--- src/rtl/timer_pkg.sv ---
// Shared timer definitions: field widths, default terminal values and the
// controller state encoding. Imported by the controller and by timer_counter.
package timer_pkg;

  localparam int MS_W  = 10;
  localparam int SEC_W = 6;
  localparam int MIN_W = 6;
  localparam int HR_W  = 5;

  localparam int MS_MAX_DEF  = 999;
  localparam int SEC_MAX_DEF = 59;
  localparam int MIN_MAX_DEF = 59;
  localparam int HR_MAX_DEF  = 23;

  // Controller state encoding (owned by the controller, shared here so both
  // sides and any checkers agree on the values).
  typedef enum logic [2:0] {
    ST_IDLE    = 3'd0,
    ST_SET_HR  = 3'd1,
    ST_SET_MIN = 3'd2,
    ST_SET_SEC = 3'd3,
    ST_RUN     = 3'd4,
    ST_PAUSE   = 3'd5,
    ST_DONE    = 3'd6
  } ctrl_state_t;

endpackage

--- src/rtl/timer_counter_if.sv ---
// Controller <-> counter datapath bundle. Not a valid/ready handshake: the
// step strobes are single-cycle level requests consumed on every rising
// clock edge, and the borrow flags answer them combinationally in the same
// cycle so the controller can chain field decrements.
interface timer_counter_if;
  import timer_pkg::*;

  logic             i_clear;
  logic             i_ms_up;
  logic             i_ms_down;
  logic             i_sec_up;
  logic             i_sec_down;
  logic             i_min_up;
  logic             i_min_down;
  logic             i_hr_up;
  logic             i_hr_down;
  logic [MS_W-1:0]  o_ms;
  logic [SEC_W-1:0] o_sec;
  logic [MIN_W-1:0] o_min;
  logic [HR_W-1:0]  o_hr;
  logic             o_ms_borrowdown;
  logic             o_sec_borrowdown;
  logic             o_min_borrowdown;
  logic             o_hr_borrowdown;

  modport master (
    output i_clear, i_ms_up, i_ms_down, i_sec_up, i_sec_down,
           i_min_up, i_min_down, i_hr_up, i_hr_down,
    input  o_ms, o_sec, o_min, o_hr,
           o_ms_borrowdown, o_sec_borrowdown, o_min_borrowdown, o_hr_borrowdown
  );

  modport slave (
    input  i_clear, i_ms_up, i_ms_down, i_sec_up, i_sec_down,
           i_min_up, i_min_down, i_hr_up, i_hr_down,
    output o_ms, o_sec, o_min, o_hr,
           o_ms_borrowdown, o_sec_borrowdown, o_min_borrowdown, o_hr_borrowdown
  );

endinterface

--- src/rtl/mod_updown_counter.sv ---
// Generic modulo up/down counter, range 0..MAX. Up wraps to 0 without carry;
// down at 0 wraps to MAX (or holds 0 while sat_hold is high) and raises the
// combinational borrow flag.
module mod_updown_counter #(
  parameter int WIDTH = 8,
  parameter int MAX   = 255
) (
  input  logic             clk,
  input  logic             rstn,
  input  logic             clear,
  input  logic             up,
  input  logic             down,
  input  logic             sat_hold,
  output logic [WIDTH-1:0] count,
  output logic             borrow
);

  localparam logic [WIDTH-1:0] MAX_T = WIDTH'(MAX);

  // Field register: clear > both strobes > up > down > hold.
  always_ff @(posedge clk or negedge rstn) begin
    if (!rstn) begin
      count <= '0;
    end else if (clear) begin
      count <= '0;
    end else if (up && down) begin
      count <= '0;
    end else if (up) begin
      // >= so that an out-of-range value also steps to 0
      count <= (count >= MAX_T) ? '0 : count + WIDTH'(1);
    end else if (down) begin
      if (count == '0) count <= sat_hold ? '0 : MAX_T;
      else             count <= count - WIDTH'(1);
    end
  end

  // Borrow: a lone down step taken from zero, same cycle as the strobe.
  always_comb begin
    borrow = down && !up && !clear && (count == '0);
  end

endmodule

--- src/rtl/timer_counter.sv ---
// Countdown timer datapath: ms/sec/min/hr fields built from four modulo
// up/down counters. Optional build macro TIMER_COUNTER_SATURATE_EN makes a
// down step at 0:00:00.000 hold at zero with all borrows suppressed, and
// stops hours wrapping below zero.
module timer_counter
  import timer_pkg::*;
#(
  parameter int MS_MAX  = MS_MAX_DEF,
  parameter int SEC_MAX = SEC_MAX_DEF,
  parameter int MIN_MAX = MIN_MAX_DEF,
  parameter int HR_MAX  = HR_MAX_DEF   // must be <= 31
) (
  input  logic           i_clk,
  input  logic           i_rstn,
  timer_counter_if.slave bus
);

  logic [MS_W-1:0]  ms_q;
  logic [SEC_W-1:0] sec_q;
  logic [MIN_W-1:0] min_q;
  logic [HR_W-1:0]  hr_q;
  logic ms_b, sec_b, min_b, hr_b;
  logic sat_all, sat_hr, borrow_en;

`ifdef TIMER_COUNTER_SATURATE_EN
  // Saturation: zero time is a floor; hours never wrap below zero.
  always_comb begin
    sat_all   = (ms_q == '0) && (sec_q == '0) && (min_q == '0) && (hr_q == '0);
    sat_hr    = (hr_q == '0);
    borrow_en = !sat_all;
  end
`else
  // Plain modulo wrap: no holding, borrows always visible.
  always_comb begin
    sat_all   = 1'b0;
    sat_hr    = 1'b0;
    borrow_en = 1'b1;
  end
`endif

  mod_updown_counter #(.WIDTH(MS_W), .MAX(MS_MAX)) u_ms (
    .clk(i_clk), .rstn(i_rstn), .clear(bus.i_clear),
    .up(bus.i_ms_up), .down(bus.i_ms_down), .sat_hold(sat_all),
    .count(ms_q), .borrow(ms_b)
  );

  mod_updown_counter #(.WIDTH(SEC_W), .MAX(SEC_MAX)) u_sec (
    .clk(i_clk), .rstn(i_rstn), .clear(bus.i_clear),
    .up(bus.i_sec_up), .down(bus.i_sec_down), .sat_hold(sat_all),
    .count(sec_q), .borrow(sec_b)
  );

  mod_updown_counter #(.WIDTH(MIN_W), .MAX(MIN_MAX)) u_min (
    .clk(i_clk), .rstn(i_rstn), .clear(bus.i_clear),
    .up(bus.i_min_up), .down(bus.i_min_down), .sat_hold(sat_all),
    .count(min_q), .borrow(min_b)
  );

  mod_updown_counter #(.WIDTH(HR_W), .MAX(HR_MAX)) u_hr (
    .clk(i_clk), .rstn(i_rstn), .clear(bus.i_clear),
    .up(bus.i_hr_up), .down(bus.i_hr_down), .sat_hold(sat_hr),
    .count(hr_q), .borrow(hr_b)
  );

  // Drive the bundle: counts straight from the field flops, borrows gated.
  always_comb begin
    bus.o_ms             = ms_q;
    bus.o_sec            = sec_q;
    bus.o_min            = min_q;
    bus.o_hr             = hr_q;
    bus.o_ms_borrowdown  = ms_b  && borrow_en;
    bus.o_sec_borrowdown = sec_b && borrow_en;
    bus.o_min_borrowdown = min_b && borrow_en;
    bus.o_hr_borrowdown  = hr_b  && borrow_en;
  end

endmodule

--- src/flat_wrapper.sv ---
// flat-port wrapper written by rule: the top's interface ports become plain ports
module timer_counter_flat import timer_pkg::*;
#(
  parameter int MS_MAX  = MS_MAX_DEF,
  parameter int SEC_MAX = SEC_MAX_DEF,
  parameter int MIN_MAX = MIN_MAX_DEF,
  parameter int HR_MAX  = HR_MAX_DEF                   
)
  (i_clk, i_rstn, bus_i_clear, bus_i_ms_up, bus_i_ms_down, bus_i_sec_up, bus_i_sec_down, bus_i_min_up, bus_i_min_down, bus_i_hr_up, bus_i_hr_down, bus_o_ms, bus_o_sec, bus_o_min, bus_o_hr, bus_o_ms_borrowdown, bus_o_sec_borrowdown, bus_o_min_borrowdown, bus_o_hr_borrowdown);
  timer_counter_if bus_i ();
  input  logic i_clk;
  input  logic i_rstn;
  input wire logic [$bits(bus_i.i_clear)-1:0] bus_i_clear;
  input wire logic [$bits(bus_i.i_ms_up)-1:0] bus_i_ms_up;
  input wire logic [$bits(bus_i.i_ms_down)-1:0] bus_i_ms_down;
  input wire logic [$bits(bus_i.i_sec_up)-1:0] bus_i_sec_up;
  input wire logic [$bits(bus_i.i_sec_down)-1:0] bus_i_sec_down;
  input wire logic [$bits(bus_i.i_min_up)-1:0] bus_i_min_up;
  input wire logic [$bits(bus_i.i_min_down)-1:0] bus_i_min_down;
  input wire logic [$bits(bus_i.i_hr_up)-1:0] bus_i_hr_up;
  input wire logic [$bits(bus_i.i_hr_down)-1:0] bus_i_hr_down;
  output wire logic [$bits(bus_i.o_ms)-1:0] bus_o_ms;
  output wire logic [$bits(bus_i.o_sec)-1:0] bus_o_sec;
  output wire logic [$bits(bus_i.o_min)-1:0] bus_o_min;
  output wire logic [$bits(bus_i.o_hr)-1:0] bus_o_hr;
  output wire logic [$bits(bus_i.o_ms_borrowdown)-1:0] bus_o_ms_borrowdown;
  output wire logic [$bits(bus_i.o_sec_borrowdown)-1:0] bus_o_sec_borrowdown;
  output wire logic [$bits(bus_i.o_min_borrowdown)-1:0] bus_o_min_borrowdown;
  output wire logic [$bits(bus_i.o_hr_borrowdown)-1:0] bus_o_hr_borrowdown;
  assign bus_i.i_clear = bus_i_clear;
  assign bus_i.i_ms_up = bus_i_ms_up;
  assign bus_i.i_ms_down = bus_i_ms_down;
  assign bus_i.i_sec_up = bus_i_sec_up;
  assign bus_i.i_sec_down = bus_i_sec_down;
  assign bus_i.i_min_up = bus_i_min_up;
  assign bus_i.i_min_down = bus_i_min_down;
  assign bus_i.i_hr_up = bus_i_hr_up;
  assign bus_i.i_hr_down = bus_i_hr_down;
  assign bus_o_ms = bus_i.o_ms;
  assign bus_o_sec = bus_i.o_sec;
  assign bus_o_min = bus_i.o_min;
  assign bus_o_hr = bus_i.o_hr;
  assign bus_o_ms_borrowdown = bus_i.o_ms_borrowdown;
  assign bus_o_sec_borrowdown = bus_i.o_sec_borrowdown;
  assign bus_o_min_borrowdown = bus_i.o_min_borrowdown;
  assign bus_o_hr_borrowdown = bus_i.o_hr_borrowdown;
  timer_counter #(.MS_MAX(MS_MAX), .SEC_MAX(SEC_MAX), .MIN_MAX(MIN_MAX), .HR_MAX(HR_MAX)) u_core (.i_clk(i_clk), .i_rstn(i_rstn), .bus(bus_i));
endmodule
--- config.mk ---
export PLATFORM = sky130hd
export DESIGN_NAME = timer_counter_flat
export DESIGN_NICKNAME = d
export VERILOG_FILES = /design/src/rtl/timer_pkg.sv /design/src/rtl/timer_counter_if.sv /design/src/rtl/mod_updown_counter.sv /design/src/rtl/timer_counter.sv /design/src/flat_wrapper.sv
export SDC_FILE = /design/constraint.sdc
export NUM_CORES = 1
export LEC_CHECK = 0
export CAP_MARGIN = 30
export CORE_MARGIN = 2
export CORE_UTILIZATION = 30
export DETAILED_ROUTE_END_ITERATION = 10
export PLACE_DENSITY = 0.59
export SYNTH_ARGS = -nofsm -noshare
export SYNTH_HDL_FRONTEND = slang
export SYNTH_SLANG_ARGS = --single-unit
--- constraint.sdc ---
create_clock -name i_clk -period 1.74 [get_ports i_clk]
set_input_delay 0.348 -clock i_clk [delete_from_list [all_inputs] [get_ports i_clk]]
set_output_delay 0.348 -clock i_clk [all_outputs]
set_load 0.03 [all_outputs]
After elaboration in Yosys (flattened, before gate mapping). Index checks and enable logic that the tools add are counted.

$add $sub $neg: 8. Order comparisons: 4. Mux-type cells: 24. Reduce and logical (&&, ||, !) cells: 29.

Operators by type and width (number): 6-bit two-way mux (12); 10-bit two-way mux (6); 5-bit two-way mux (6); 1-bit logical AND (16); 4-bit nonzero test (4); 6-bit by 1-bit adder with 6-bit output, second input constant (2); 6-bit >= comparator, second input constant (2); 6-bit zero test (2); 6-bit by 1-bit subtractor with 6-bit output, second input constant (2); 10-bit by 1-bit adder with 10-bit output, second input constant (1); 10-bit >= comparator, second input constant (1); 10-bit zero test (1); 10-bit by 1-bit subtractor with 10-bit output, second input constant (1); 5-bit by 1-bit adder with 5-bit output, second input constant (1); 5-bit >= comparator, second input constant (1); 1-bit zero test (5); 5-bit zero test (1); 5-bit by 1-bit subtractor with 5-bit output, second input constant (1).

Bits in registers: 27. Bits of input ports: 11. Output and inout bits: 31. Word-level logic and storage cells: 69.

Longest topological paths before layout. Gate-level depths: netlist of run 1.

Depth after elaboration: 6. Gate-level depth with buffers: 7. Mapped depth without buffers: 7.

By module. From an unflattened synthesis of run 1, not the netlist that was laid out.

Cells, all modules: 321. Area total of the unflattened synthesis: 2635.0 um^2.

Modules (own cells, without submodules): mod_updown_counter at u_core.u_min ... (instances 2, cells each 71, area each 588.1 um^2, seq. area each 150.1 um^2); mod_updown_counter at u_core.u_ms (instances 1, cells each 124, area each 1003.5 um^2, seq. area each 250.2 um^2); mod_updown_counter at u_core.u_hr (instances 1, cells each 54, area each 451.7 um^2, seq. area each 125.1 um^2); timer_counter (instances 1, cells each 1, area each 3.8 um^2, seq. area each 0.0 um^2).

Worst setup path after synthesis of run 1. No wires, ideal clock.

Path kind: register -> output. From: reg u_core.u_ms.count[0]. To: out bus_o_ms_borrowdown. Arrival time: 2.351 ns. Data required time: 1.392 ns. Setup slack: -0.959 ns. Cell stages (with the launch flop): 6. Path buffers: 0. Cells stage by stage: dfrtp_1 > inv_1 > ha_1 > nor3b_1 > nand3_1 > nor4b_1.

Longest elaborated chain between the ends: 2.

Ends and longest elaborated chain: start: declaration (RTL line mod_updown_counter.sv:14) `output logic [WIDTH-1:0] count,`; start signal: assignment (RTL line mod_updown_counter.sv:30) `count <= (count >= MAX_T) ? '0 : count + WIDTH'(1);`; start signal: assignment (RTL line mod_updown_counter.sv:32) `if (count == '0) count <= sat_hold ? '0 : MAX_T;`; start signal: assignment (RTL line mod_updown_counter.sv:33) `else count <= count - WIDTH'(1);`; 10-bit zero test (RTL line mod_updown_counter.sv:39) `borrow = down && !up && !clear && (count == '0);`; 1-bit logical AND (RTL line mod_updown_counter.sv:39); end: declaration (RTL line flat_wrapper.sv:26) `output wire logic [$bits(bus_i.o_ms_borrowdown)-1:0] bus_o_ms_borrowdown;`.

Every way passes these cells.

Final worst setup path of run 1.
From: reg u_core.u_hr.count[0]. To: out bus_o_hr_borrowdown.

Longest elaborated chain between the ends: 2.

Ends and longest elaborated chain: start: declaration (RTL line mod_updown_counter.sv:14); start signal: assignment (RTL line mod_updown_counter.sv:30); start signal: assignment (RTL line mod_updown_counter.sv:32); start signal: assignment (RTL line mod_updown_counter.sv:33); 5-bit zero test (RTL line mod_updown_counter.sv:39); 1-bit logical AND (RTL line mod_updown_counter.sv:39); end: declaration (RTL line flat_wrapper.sv:29) `output wire logic [$bits(bus_i.o_hr_borrowdown)-1:0] bus_o_hr_borrowdown;`.

Every way passes these cells.

==> load_flow_metrics.sql, run 1 <==
INSERT INTO impl_metrics (metric_group, metric, value, unit) VALUES
('global_routing', 'initial_antenna_violation_count', '1', ''),
('die', 'initial_core_util', '0.313', ''),
('pwr', 'pwr_density_cell', '684', 'nW/um^2'),
('hold_path', 'worst_hold_path_type', 'input port to async pin', ''),
('global_routing', 'grtUsageTotal', '0.184', ''),
('place', 'gp_routability_congestion', '0.892', ''),
('timing', 'finalSetupViolations', '5', ''),
('worst_setup_path', 'crit_path_end', 'bus_o_hr_borrowdown', ''),
('outcome', 'failed_checks', 'setup timing', ''),
('clocking', 'ctsRootBufferMaster', 'sky130_fd_sc_hd__clkbuf_8', ''),
('drt', 'detailed_route_via_count', '2922', ''),
('timing', 'skew', '0.00157', 'ns'),
('final_layout', 'layout.cells.non_filler', '541', ''),
('synth', 'syn_area', '2430', 'um^2'),
('worst_setup_path', 'timing.critical_path.arrival', '1.74', 'ns'),
('worst_setup_path', 'r2r_end', 'u_core.u_hr.count[3]', ''),
('drt', 'drt_iter0_markers', '177', ''),
('worst_setup_path', 'critPathRequiredTime', '1.39', 'ns'),
('final_layout', 'syn2layout_area_growth', '63.2', '%'),
('clocking', 'cts_tree', 'built', ''),
('die', 'count_of_standard_cell_rows', '32', ''),
('timing', 'tightest_pin_transition', '0.415', 'ns'),
('final_layout', 'finish.net_count', '461', ''),
('drt', 'detail_route.wirelength.met1', '3.49', 'mm'),
('synth', 'postSynth.asyncResetShare', '1.00', ''),
('place', 'dp_hpwl', '5.56', 'mm'),
('die', 'die-area', '8830', 'um^2'),
('outcome', 'status', 'complete, but fails checks', ''),
('drt', 'viasPerCell', '5.40', ''),
('drt', 'routed.top_layer', 'met5', ''),
('place', 'placement.setup.worst_slack', '-0.203', 'ns'),
('drt', 'met2WireLength', '3.88', 'mm'),
('worst_setup_path', 'worstSetupPathType', 'flop to output port', ''),
('timing', 'max-slew-margin-rel', '0.719', ''),
('synth', 'synth_ff_type', 'sky130_fd_sc_hd__dfrtp_1', ''),
('drt', 'drt_drc_violations_left', '0', ''),
('synth', 'yosysTopAreaCellShare', '0.278', ''),
('worst_setup_path', 'rr_startpoint', 'u_core.u_hr.count[0]', ''),
('place', 'place.detailed.instances', '509', ''),
('timing', 'timing.final.ws_setup', '-0.351', 'ns'),
('clocking', 'cts-hold-fix-buffers', '0', ''),
('synth', 'synthCells', '315', ''),
('drt', 'finalWirelength', '7.90', 'mm'),
('clocking', 'clk_pin_slew', '0.10', 'ns'),
('final_layout', 'diodes', '0', ''),
('synth', 'synth-edff-count', '0', ''),
('worst_setup_path', 'reg2reg_slack', '-0.23', 'ns'),
('synth', 'yosys_warnings', '0', ''),
('final_layout', 'fillers', '774', ''),
('worst_setup_path', 'setup.worst_path.end_class', 'output port', ''),
('die', 'die_boundary_width', '94.0', 'um'),
('worst_setup_path', 'worstSetupStartpointType', 'flop', ''),
('drt', 'detail_route.first_pass.iterations', '4', ''),
('synth', 'postSynthNetCount', '336', ''),
('final_layout', 'seq_area', '693', 'um^2'),
('pwr', 'ir_drop', '0.000380', 'V'),
('timing', 'finalCritPeriodShare', '1.20', ''),
('timing', 'maxSlewViolCount', '0', ''),
('drt', 'antenna_left', '0', ''),
('drt', 'wl_per_cell', '14.6', 'um'),
('final_layout', 'mostFrequentLayoutCell', 'sky130_fd_sc_hd__buf_4', ''),
('synth', 'mean_cell_area_of_the_mapped_netlist', '7.71', 'um^2'),
('synth', 'synthDistinctLibCells', '59', ''),
('final_layout', 'multiInputGateArea', '1820', 'um^2'),
('clocking', 'cts_sinks', '27', ''),
('drt', 'wl_met3', '365', 'um'),
('synth', 'ys_seq_area_frac', '0.278', ''),
('die', 'io-pin-count', '42', ''),
('global_routing', 'grt_max_degree', '28', ''),
('clocking', 'cts_max_level', '1', ''),
('timing', 'final_hold_viol_count', '0', '');
## worst min path at each step
| stage | end |
|---|---|
| finish | u_core.u_ms.count[7] |
| global route | u_core.u_min.count[4] |
| CTS | u_core.u_min.count[5] |
| detailed placement | u_core.u_ms.count[0] |
| global placement | u_core.u_ms.count[0] |
| floorplan | u_core.u_hr.count[0] |
## layout make-up
class,count,share of cell area
well taps,102,0.0322
clock inverters,1,0.00189
inverters,16,0.0152
multi-input cells,249,0.460
flip-flops and latches,27,0.175
clock buffers,3,0.0104
repair buffers,143,0.306
## flip-flops by register name, indices dropped and copies added, names as in the netlist
name,cells
u_core.u_sec.count,6
u_core.u_hr.count,5
u_core.u_ms.count,10
u_core.u_min.count,6
## worst max-delay path: stages, from the launching register on
cell,delay [ns]
sky130_fd_sc_hd__dfrtp_2,0.42
sky130_fd_sc_hd__inv_2,0.07
sky130_fd_sc_hd__ha_4,0.13
sky130_fd_sc_hd__or4b_4,0.48
sky130_fd_sc_hd__nor3b_4,0.21
sky130_fd_sc_hd__buf_6,0.16
## cells by family (layout without fill, tap and decap cells)
logic type	count (synthesis)	after routing	synth area share
buffers and inverters	39	163	0.0793
AND/OR/NAND/NOR	128	128	0.268
multiplexers	1	1	0.00412
flip-flops	27	27	0.278
adder cells (fa/ha/maj)	10	10	0.0515
AO/OA/AOI/OAI	100	100	0.283
XOR/XNOR	10	10	0.0361
## report_power, final
part           switching (mW)  total, mW  leakage, nW  internal [mW]
Combinational           0.835       1.56         1.48          0.723
Sequential             0.0678      0.766        0.341          0.698
Clock                   0.224      0.388       0.0217          0.163
Total                    1.13       2.71         1.85           1.58
## per-stage QoR
step                TNS, ns   util  hold WS (ns)  area, um^2  power (mW)
floorplan            -0.379      -        0.0524        2550        1.59
global placement      -1.88  0.452         0.582        3510        2.11
detailed placement    -2.24  0.452         0.591        3510        2.13
finish                -1.13  0.510         0.442        3960        2.71
CTS                   -1.38  0.484         0.459        3760        2.59
global route          -1.85  0.510         0.480        3960        2.90
## repair_timing
action,in CTS,in global routing
endpoints found under the setup margin,29,23
resized for setup,48,34
setup buffers,18,15
pin swaps,11,18
## per-layer routing
metal  up-vias  GRT usage
li1       1408          -
met1      1412      0.245
met2        82      0.313
met3        18     0.0193
met4         2     0.0592
met5         -          0
## synth_stat cells (3+ instances only)
master                      n
sky130_fd_sc_hd__nor2_1    35
sky130_fd_sc_hd__nand2_1   30
sky130_fd_sc_hd__dfrtp_1   27
sky130_fd_sc_hd__a21oi_1   23
sky130_fd_sc_hd__inv_1     16
sky130_fd_sc_hd__o21ai_0   16
sky130_fd_sc_hd__nand3_1   15
sky130_fd_sc_hd__nor3_1    15
sky130_fd_sc_hd__a31oi_1   14
sky130_fd_sc_hd__buf_2     10
sky130_fd_sc_hd__ha_1      10
sky130_fd_sc_hd__clkbuf_1   6
sky130_fd_sc_hd__a211oi_1   5
sky130_fd_sc_hd__a21o_1     5
sky130_fd_sc_hd__nor3b_1    5
sky130_fd_sc_hd__o31ai_1    5
sky130_fd_sc_hd__xnor2_1    5
sky130_fd_sc_hd__xor2_1     5
sky130_fd_sc_hd__buf_6      4
sky130_fd_sc_hd__nand2b_1   3
sky130_fd_sc_hd__nand4_1    3
sky130_fd_sc_hd__nand4b_1   3
sky130_fd_sc_hd__nor2b_1    3
sky130_fd_sc_hd__o21ai_1    3
sky130_fd_sc_hd__or3_1      3
(Power assumes the default switching activity.)
==> run 2, diff against run 1 <==
--- a/config.mk
+++ b/config.mk
@@ -6,10 +6,13 @@
 export NUM_CORES = 1
 export LEC_CHECK = 0
 export CAP_MARGIN = 30
+export CELL_PAD_IN_SITES_DETAIL_PLACEMENT = 1
+export CELL_PAD_IN_SITES_GLOBAL_PLACEMENT = 1
 export CORE_MARGIN = 2
 export CORE_UTILIZATION = 30
 export DETAILED_ROUTE_END_ITERATION = 10
-export PLACE_DENSITY = 0.59
+export PLACE_DENSITY = 0.72
+export SKIP_CTS_REPAIR_TIMING = 1
 export SYNTH_ARGS = -nofsm -noshare
 export SYNTH_HDL_FRONTEND = slang
 export SYNTH_SLANG_ARGS = --single-unit
==> constraint.sdc (replaced) <==
create_clock -name i_clk -period 1.93 [get_ports i_clk]
set_input_delay 0.386 -clock i_clk [delete_from_list [all_inputs] [get_ports i_clk]]
set_output_delay 0.386 -clock i_clk [all_outputs]
set_load 0.03 [all_outputs]
==> run 2 against run 1 <==
The flow still finishes with violations (setup timing). Sequential share of layout area is 1.9 points higher. Routed wire length grew 6.2%. Global-route usage increased by 0.49 points. Largest power group unchanged. Largest cell class unchanged. Total power down 16%.
==> load_flow_metrics.sql, run 2 (synthesis gave the netlist of run 1 again) <==
INSERT INTO impl_metrics (metric_group, metric, value, unit) VALUES
('global_routing', 'global_route_wire_length_before_repair', '13.5', 'mm'),
('global_routing', 'grt_max_degree', '28', ''),
('global_routing', 'initial_antenna_violation_count', '0', ''),
('timing', 'timing.final.ws_setup', '-0.240', 'ns'),
('clocking', 'ctsRootBufferMaster', 'sky130_fd_sc_hd__clkbuf_8', ''),
('drt', 'viasPerCell', '5.48', ''),
('final_layout', 'fillers', '981', ''),
('final_layout', 'finish.net_count', '426', ''),
('clocking', 'clk_pin_slew', '0.10', 'ns'),
('final_layout', 'largestRegisters', 'u_core.u_ms.count (10), u_core.u_min.count (6), u_core.u_sec.count (6)', ''),
('worst_setup_path', 'timing.critical_path.arrival', '1.78', 'ns'),
('outcome', 'failed_checks', 'setup timing', ''),
('worst_setup_path', 'largest_incremental_delay_on_the_critical_path', '0.49', 'ns'),
('timing', 'final_hold_viol_count', '0', ''),
('global_routing', 'vias_in_the_first_global_route', '2753', ''),
('drt', 'detailed_route_via_count', '2773', ''),
('worst_setup_path', 'critPathRequiredTime', '1.54', 'ns'),
('worst_setup_path', 'worstSetupPathType', 'flop to output port', ''),
('place', 'gp_routability_congestion', '0.820', ''),
('final_layout', 'seq_area', '687', 'um^2'),
('worst_setup_path', 'worst-path-buf-inv', '2', ''),
('drt', 'wl_per_cell', '16.6', 'um'),
('final_layout', 'diodes', '0', ''),
('outcome', 'status', 'complete, but fails checks', ''),
('clocking', 'cts_sinks', '27', ''),
('worst_setup_path', 'slowest_stage', 'sky130_fd_sc_hd__or4b_4', ''),
('worst_setup_path', 'path_cells', 'inv_2 -> ha_4 -> or4b_4 -> nor3b_4 -> buf_6', ''),
('timing', 'setup_repair_after_global_routing_missed_its_margin', 'true', ''),
('worst_setup_path', 'timing.reg2reg.worst_path_depth', '7', ''),
('drt', 'drt_iter0_markers', '137', ''),
('final_layout', 'finish.instance_area', '3540', 'um^2'),
('global_routing', 'grtUsageTotal', '0.189', ''),
('final_layout', 'final_layout_size_suffix_gt1_frac', '0.297', ''),
('place', 'placed_cell_area', '3270', 'um^2'),
('drt', 'detail_route.first_pass.iterations', '4', ''),
('final_layout', 'registers.top_by_ff_count', 'u_core.u_ms.count', ''),
('final_layout', 'layout.cells.most_common_list', 'sky130_fd_sc_hd__buf_4 (69), sky130_fd_sc_hd__nor2_1 (34), sky130_fd_sc_hd__nand2_1 (30)', ''),
('timing', 'maxSlewViolCount', '0', ''),
('die', 'count_of_standard_cell_rows', '32', ''),
('die', 'die-area', '8830', 'um^2'),
('clocking', 'maximum_clock_path_buffer_count', '2', ''),
('pwr', 'pwr_density_cell', '643', 'nW/um^2'),
('timing', 'tightest_pin_transition', '0.423', 'ns'),
('timing', 'finalSetupViolations', '2', ''),
('clocking', 'cts_tree', 'built', ''),
('final_layout', 'syn2layout_area_growth', '45.8', '%'),
('die', 'die_boundary_width', '94.0', 'um'),
('timing', 'max-slew-margin-rel', '0.714', ''),
('die', 'io-pin-count', '42', ''),
('clocking', 'tritoncts.num_buffers', '3', ''),
('die', 'fp.coreArea', '7770', 'um^2'),
('timing', 'totalNegativeSetupSlack', '-0.393', 'ns'),
('global_routing', 'grt-ovfl-total', '0', ''),
('clocking', 'cts_max_level', '1', ''),
('hold_path', 'worst_hold_path_type', 'input port to async pin', ''),
('timing', 'final_period_minus_worst_setup_slack', '2.17', 'ns'),
('place', 'number_of_port_buffers', '41', ''),
('timing', 'skew', '0.00250', 'ns'),
('final_layout', 'multiInputGateArea', '1680', 'um^2'),
('drt', 'finalWirelength', '8.39', 'mm'),
('worst_setup_path', 'cp_num_cells', '5', ''),
('die', 'die_outline_height', '94.0', 'um'),
('drt', 'antenna_left', '0', ''),
('timing', 'clock.fmax', '461', 'MHz'),
('worst_setup_path', 'cpLargestDelayFamily', 'simple AND/OR/NAND/NOR gates', ''),
('timing', 'finalCritPeriodShare', '1.12', ''),
('final_layout', 'largest_reg_flops', '10', ''),
('pwr', 'power_leakage', '1.66', 'nW'),
('final_layout', 'mostFrequentLayoutCell', 'sky130_fd_sc_hd__buf_4', ''),
('flow_run', 'maximum_capacitance_violations', '0', ''),
('clocking', 'clk-insertion-delay-late', '0.29', 'ns'),
('worst_setup_path', 'path_max_fanout', '3', ''),
('place', 'dp_hpwl', '6.14', 'mm'),
('worst_setup_path', 'setup.worst_path.end_class', 'output port', ''),
('worst_setup_path', 'worstSetupStartpointType', 'flop', ''),
('die', 'initial_core_util', '0.313', ''),
('drt', 'drt_drc_violations_left', '0', ''),
('pwr', 'ir_drop', '0.000246', 'V');
run 2: final timing paths:
kind / startpoint / to / slack, ns
max in group asynchronous: i_rstn / u_core.u_min.count[3] / 1.14
max reg2reg: u_core.u_hr.count[0] / u_core.u_hr.count[2] / 0.08
min in group i_clk: bus_i_sec_up / u_core.u_sec.count[2] / 0.56
max: u_core.u_hr.count[0] / bus_o_hr_borrowdown / -0.24
min reg2reg: u_core.u_ms.count[8] / u_core.u_ms.count[8] / 0.59
min: i_rstn / u_core.u_ms.count[6] / 0.48
run 2: worst register-to-register path, stage by stage, from the launching register on:
cell	delay, ns
sky130_fd_sc_hd__dfrtp_2	0.44
sky130_fd_sc_hd__buf_4	0.15
sky130_fd_sc_hd__ha_2	0.19
sky130_fd_sc_hd__a21o_1	0.15
sky130_fd_sc_hd__a21o_1	0.20
sky130_fd_sc_hd__and2_1	0.18
sky130_fd_sc_hd__o311a_1	0.31
sky130_fd_sc_hd__nor3_2	0.16
run 2: routing by layer:
| metal | part of all wire | vias to the layer above | GRT usage |
|---|---|---|---|
| met5 | 0 | - | 0 |
| met4 | 0.011 | 0 | 0.0435 |
| met3 | 0.031 | 7 | 0.0201 |
| met2 | 0.49 | 47 | 0.324 |
| met1 | 0.47 | 1385 | 0.256 |
| li1 | - | 1334 | - |
run 2: area by class of cell:
| class | instances | share of cell area |
|---|---|---|
| clock buffer | 4 | 0.0127 |
| inverter | 16 | 0.0170 |
| multi-input combinational | 249 | 0.475 |
| sequential | 27 | 0.194 |
| tap | 102 | 0.0360 |
| timing repair buffer | 108 | 0.265 |
run 2: report_power, final:
| group | total [mW] | switching, mW | internal, mW | leakage (nW) |
|---|---|---|---|---|
| clock | 0.359 | 0.210 | 0.149 | 0.0228 |
| sequential | 0.687 | 0.0600 | 0.627 | 0.348 |
| combinational | 1.23 | 0.687 | 0.543 | 1.29 |
run 2: stage by stage:
| step | hold WS (ns) | setup slack (ns) | instances | power (mW) | util |
|---|---|---|---|---|---|
| global route | 0.528 | -0.296 | 506 | 2.42 | 0.456 |
| detailed placement | 0.568 | -0.0894 | 486 | 1.84 | 0.420 |
| CTS | 0.502 | -0.337 | 490 | 2.20 | 0.426 |
| global placement | 0.558 | -0.0912 | 486 | 1.81 | 0.420 |
| floorplan | 0.0904 | -0.229 | 315 | 1.39 | - |
| finish | 0.480 | -0.240 | 506 | 2.28 | 0.456 |
